File: src/rtl/lab3_decoder_rr_arbiter_if.sv
// Request/grant bundle between requesters and the decoded-select arbiter.
// master drives requests; slave (the arbiter) drives the grant side.
interface lab3_decoder_rr_arbiter_if;
   logic       enable;
   logic [7:0] req;
   logic       done;
   logic [7:0] grant;
   logic [2:0] grant_idx;
   logic       busy;

   modport master (
      output enable, req, done,
      input  grant, grant_idx, busy
   );

   modport slave (
      input  enable, req, done,
      output grant, grant_idx, busy
   );
endinterface

File: src/rtl/lab3_decoder_rr_arbiter.sv
// Round-robin arbiter for 8 requesters driving a one-hot decoded grant.
// Bounded tenure; priority pointer moves past each served requester.
module lab3_decoder_rr_arbiter #(
   parameter int MAX_HOLD = 15,
   parameter int HOLD_W   = 4
) (
   input logic                      clk,
   input logic                      rst,
   lab3_decoder_rr_arbiter_if.slave bus
);

   typedef enum logic {
      ST_IDLE,
      ST_GRANT
   } state_t;

   localparam logic [HOLD_W-1:0] LP_MAX = HOLD_W'(MAX_HOLD);
   localparam logic [HOLD_W-1:0] LP_ONE = HOLD_W'(1);

   state_t            r_state;
   state_t            w_state_nxt;
   logic [7:0]        r_grant;
   logic [7:0]        w_grant_nxt;
   logic [2:0]        r_idx;
   logic [2:0]        w_idx_nxt;
   logic [2:0]        r_ptr;
   logic [2:0]        w_ptr_nxt;
   logic [HOLD_W-1:0] r_hold;
   logic [HOLD_W-1:0] w_hold_nxt;
   logic              r_busy;
   logic              w_busy_nxt;

   logic [15:0]       w_dbl;
   logic [7:0]        w_rot;
   logic [2:0]        w_off;
   logic              w_found;
   logic [2:0]        w_pick;
   logic              w_release;

   // Rotate requests so bit 0 is the current highest-priority requester
   always_comb begin
      w_dbl   = {bus.req, bus.req} >> r_ptr;
      w_rot   = w_dbl[7:0];
      w_found = |w_rot;
      w_off   = 3'd0;
      for (int k = 7; k >= 0; k--) begin
         if (w_rot[k]) w_off = 3'(k);
      end
      w_pick = r_ptr + w_off;
   end

   // Any one of these ends the current tenure this cycle
   always_comb begin
      w_release = bus.done
                | ~bus.req[r_idx]
                | ~bus.enable
                | (r_hold == LP_MAX);
   end

   // Next-state and registered-output values
   always_comb begin
      w_state_nxt = r_state;
      w_grant_nxt = r_grant;
      w_idx_nxt   = r_idx;
      w_ptr_nxt   = r_ptr;
      w_hold_nxt  = r_hold;
      w_busy_nxt  = r_busy;
      unique case (r_state)
         ST_IDLE: begin
            if (bus.enable && w_found) begin
               w_state_nxt = ST_GRANT;
               w_idx_nxt   = w_pick;
               w_grant_nxt = 8'b1 << w_pick;
               w_busy_nxt  = 1'b1;
               w_hold_nxt  = LP_ONE;
            end
         end
         ST_GRANT: begin
            if (w_release) begin
               w_state_nxt = ST_IDLE;
               w_grant_nxt = 8'h00;
               w_busy_nxt  = 1'b0;
               w_ptr_nxt   = r_idx + 3'd1;
               w_hold_nxt  = '0;
            end else if (r_hold != LP_MAX) begin
               w_hold_nxt = r_hold + LP_ONE;
            end
         end
         default: begin
            w_state_nxt = ST_IDLE;
         end
      endcase
   end

   // State and output registers with synchronous reset
   always_ff @(posedge clk) begin
      if (rst) begin
         r_state <= ST_IDLE;
         r_grant <= 8'h00;
         r_idx   <= 3'd0;
         r_ptr   <= 3'd0;
         r_hold  <= '0;
         r_busy  <= 1'b0;
      end else begin
         r_state <= w_state_nxt;
         r_grant <= w_grant_nxt;
         r_idx   <= w_idx_nxt;
         r_ptr   <= w_ptr_nxt;
         r_hold  <= w_hold_nxt;
         r_busy  <= w_busy_nxt;
      end
   end

   assign bus.grant     = r_grant;
   assign bus.grant_idx = r_idx;
   assign bus.busy      = r_busy;

endmodule
File: src/flat_wrapper.sv
// flat-port wrapper written by rule: the top's interface ports become plain ports
module lab3_decoder_rr_arbiter_flat 
#(
   parameter int MAX_HOLD = 15,
   parameter int HOLD_W   = 4
)
  (clk, rst, bus_enable, bus_req, bus_done, bus_grant, bus_grant_idx, bus_busy);
  lab3_decoder_rr_arbiter_if bus_i ();
  input logic clk;
  input logic rst;
  input wire logic [$bits(bus_i.enable)-1:0] bus_enable;
  input wire logic [$bits(bus_i.req)-1:0] bus_req;
  input wire logic [$bits(bus_i.done)-1:0] bus_done;
  output wire logic [$bits(bus_i.grant)-1:0] bus_grant;
  output wire logic [$bits(bus_i.grant_idx)-1:0] bus_grant_idx;
  output wire logic [$bits(bus_i.busy)-1:0] bus_busy;
  assign bus_i.enable = bus_enable;
  assign bus_i.req = bus_req;
  assign bus_i.done = bus_done;
  assign bus_grant = bus_i.grant;
  assign bus_grant_idx = bus_i.grant_idx;
  assign bus_busy = bus_i.busy;
  lab3_decoder_rr_arbiter #(.MAX_HOLD(MAX_HOLD), .HOLD_W(HOLD_W)) u_core (.clk(clk), .rst(rst), .bus(bus_i));
endmodule
File: config.mk
export PLATFORM = sky130hd
export DESIGN_NAME = lab3_decoder_rr_arbiter_flat
export DESIGN_NICKNAME = d
export VERILOG_FILES = /design/src/rtl/lab3_decoder_rr_arbiter_if.sv /design/src/rtl/lab3_decoder_rr_arbiter.sv /design/src/flat_wrapper.sv
export SDC_FILE = /design/constraint.sdc
export NUM_CORES = 1
export LEC_CHECK = 0
export ABC_AREA = 1
export CAP_MARGIN = 20
export CORE_ASPECT_RATIO = 0.5
export CORE_UTILIZATION = 45
export DETAILED_ROUTE_END_ITERATION = 8
export PLACE_DENSITY = 0.65
export SYNTH_ARGS = -nofsm -noshare
export SYNTH_HDL_FRONTEND = slang
export SYNTH_SLANG_ARGS = --single-unit
File: constraint.sdc
create_clock -name clk -period 3.2 [get_ports clk]
set_clock_uncertainty 0.2 [all_clocks]
set_input_delay 0.64 -clock clk [delete_from_list [all_inputs] [get_ports clk]]
set_output_delay 0.64 -clock clk [all_outputs]
set_load 0.02 [all_outputs]
==> impl_metrics.tcl <==
set metrics [dict create \
    outcome "finished, final reports clean" \
    yosysTopAreaCellShare 0.253 \
    crit_family "simple AND/OR/NAND/NOR gates" \
    viasPerCell 5.12 \
    crit_type "reg2reg" \
    hold_viol 0 \
    path_buf_inv 3 \
    yosysSeqAreaShare 0.253 \
    antenna_found_initial 0 \
    grt_pass1_vias 1379 \
    cts_buffers 3 \
    core_sq_um 3170 \
    drv_slew 0 \
    layout_min_cycle_time_ns 2.96 \
    synth.distinct_cells 31 \
    drc 0 \
    drive_above_1_share 0.323 \
    endpoint_kind "register" \
    ios 24 \
    holdBufCountCts 0 \
    worstPathRequired_ns 3.20 \
    routabilityCongestion 0.804 \
    clockRootBuffer "clkbuf_8" \
    via_count 1608 \
    synth_cells 225 \
    cts.sinks 20 \
    die_area_sq_um 3770 \
    dp_hpwl_um 2780 \
    fin_setup_tns_ns 0 \
    die_height_um 43.9 \
    finalInstanceArea_sq_um 2010 \
    synth_ff_type "dfxtp_1" \
    cpPeakStageDelay_ns 0.46 \
    synth-edff-count 0 \
    grt_start_max_net_pins 17 \
    ir_worst_vdd_uv 326 \
    cpMaxStageDelayCell "dfxtp_4" \
    clk_pin_slew_worst_paths_ns 0.07 \
    fin_util 0.635 \
    htree_levels 1 \
    fmax_ghz 0.337 \
    finalSetupViolCount 0 \
    rows 14 \
    grt_pass1_wl_um 6200 \
    maxCapViolCount 0 \
    clock_path_buffers 2 \
    die_x_um 85.8 \
    async_reset_ff_frac 0 \
    power.total_mw 0.968 \
    layout.nets 284 \
    syn-cell-area_sq_um 1580 \
    crit_fanout 10 \
    worst_pin_slew_ns 0.520 \
    synthToLayoutAreaGrowth_pct 27.2 \
    cp-start-kind "register" \
    rrSetupSlack_ns 0.24 \
    yosysMostFrequentCell "nand2_1" \
    power.leakage_nw 0.928 \
    yosys_warnings 0 \
    min-delay-path-class "reg2reg" \
    wl_per_cell_um 11.7 \
    antennaDiodeCount 0 \
    postRouteAntennaNets 0 \
    start_util 0.499 \
    synth_area_leaders "dfxtp_1 (25%), nand2_1 (15%), nand3_1 (12%), nand2_2 (6.7%), nand3_2 (5.7%)" \
    grtUsageTotal 0.210 \
    clk_latency_ns 0.26 \
    crit_chain "inv_8, nand2_4, nand3_2, nand2_2, nand2_1, nand2_2, a21oi_1, o21ai_1, nand2_1, a21boi_2, ha_2, inv_1, fa_2, xor2_2, buf_4, nand2_4, nand2_2, nor2_4, nand3_2, nand2_1" \
    finalCritPeriodShare 0.926 \
    ys_top_cells_by_count "nand2_1 (63), nand3_1 (38), dfxtp_1 (20)" \
    cts_tree "yes" \
    drtIter0Drc 43 \
    max_slew_margin 0.652 \
    synth_fp_nets 241 \
    routed_wl_um 3690 \
    ys_ff_latch 20 \
    power_density_nw_per_um2 481 \
    overflow 0 \
    syn_avg_cell_area_sq_um 7.03 \
    port_buffers 23 \
    post-synth-top-area-cell "dfxtp_1" \
    dpl_cell_area_sq_um 1930 \
    cp.arrival_ns 2.97 \
    drt_first_pass_iters 5 \
]
where the power goes:
part / switching, mW / total (mW) / internal, mW
Combinational: 0.277 / 0.496 / 0.219
Sequential: 0.0337 / 0.309 / 0.275
Clock: 0.0791 / 0.163 / 0.0839
logic make-up after synthesis:
| group | synth area share |
|---|---|
| AOI/OAI and AO/OA | 0.104 |
| xor gates and xnor gates | 0.0222 |
| adders and majority gates | 0.0364 |
| buffers and inverters | 0.0997 |
| DFF | 0.253 |
| and+or+nand+nor | 0.484 |
state kept, by name (all words and copies together) (netlist names):
name                  count
u_core.bus.grant          8
u_core.r_hold             4
u_core.bus.grant_idx      3
u_core.r_ptr              3
u_core.bus.busy           1
u_core.r_state            1
metal layers:
metal	up-vias	wire [um]	global-route usage
met5	-	0	0
met4	0	42	0.0567
met3	6	165	0.0457
met2	31	1570	0.342
met1	738	1920	0.287
li1	833	-	-
layout make-up:
type	count	area [sq um]
clock buffers	3	41.3
inverters	16	70.1
multi-input cells	182	1080
repair buffers	45	355
well taps	48	60.1
fillers	304	1160
flip-flops and latches	20	405
final timing paths:
path | start | end | cells past startpoint
min reg2reg | u_core.bus.busy | u_core.bus.busy | 1
min | u_core.bus.busy | u_core.bus.busy | 1
max reg2reg | u_core.r_ptr[0] | u_core.bus.grant[5] | 20
max | u_core.r_ptr[0] | u_core.bus.grant[5] | 20
through the flow:
| step | cells | hold slack [ns] | setup WS, ns |
|---|---|---|---|
| 5_1_grt | 314 | 0.292 | -0.0128 |
| 4_1_cts | 311 | 0.276 | 0.0776 |
| 3_5_place_dp | 308 | 0.262 | -0.438 |
| 6_report | 314 | 0.273 | 0.236 |
| 3_3_place_gp | 308 | 0.250 | -0.394 |
| 2_1_floorplan | 225 | 0.273 | 0.356 |
what timing repair did:
| item | 4_1_cts | 5_1_grt |
|---|---|---|
| setup endpoints to repair | 9 | 10 |
| setup buffers | 0 | 3 |
| resized for setup | 16 | 27 |
| pin swaps | 0 | 14 |
cells in the final DEF, fill, tap and decap left out, drive strengths merged:
master         Yosys  layout
nor3               4       4
o21bai             1       1
a22oi              1       1
clkbuf             0      11
xnor2              1       1
nand2             84      84
nor2               8       8
inv               16      16
nand3b             2       2
xor2               3       3
fa                 1       1
nand3             48      48
a31oi              1       1
a21boi             2       2
a21oi             15      15
o21ai              7       7
clkdlybuf4s50      0      15
ha                 3       3
buf                7      22
dfxtp             20      20
o21a               1       1
Note: power is estimated with default switching activity, not from simulation.
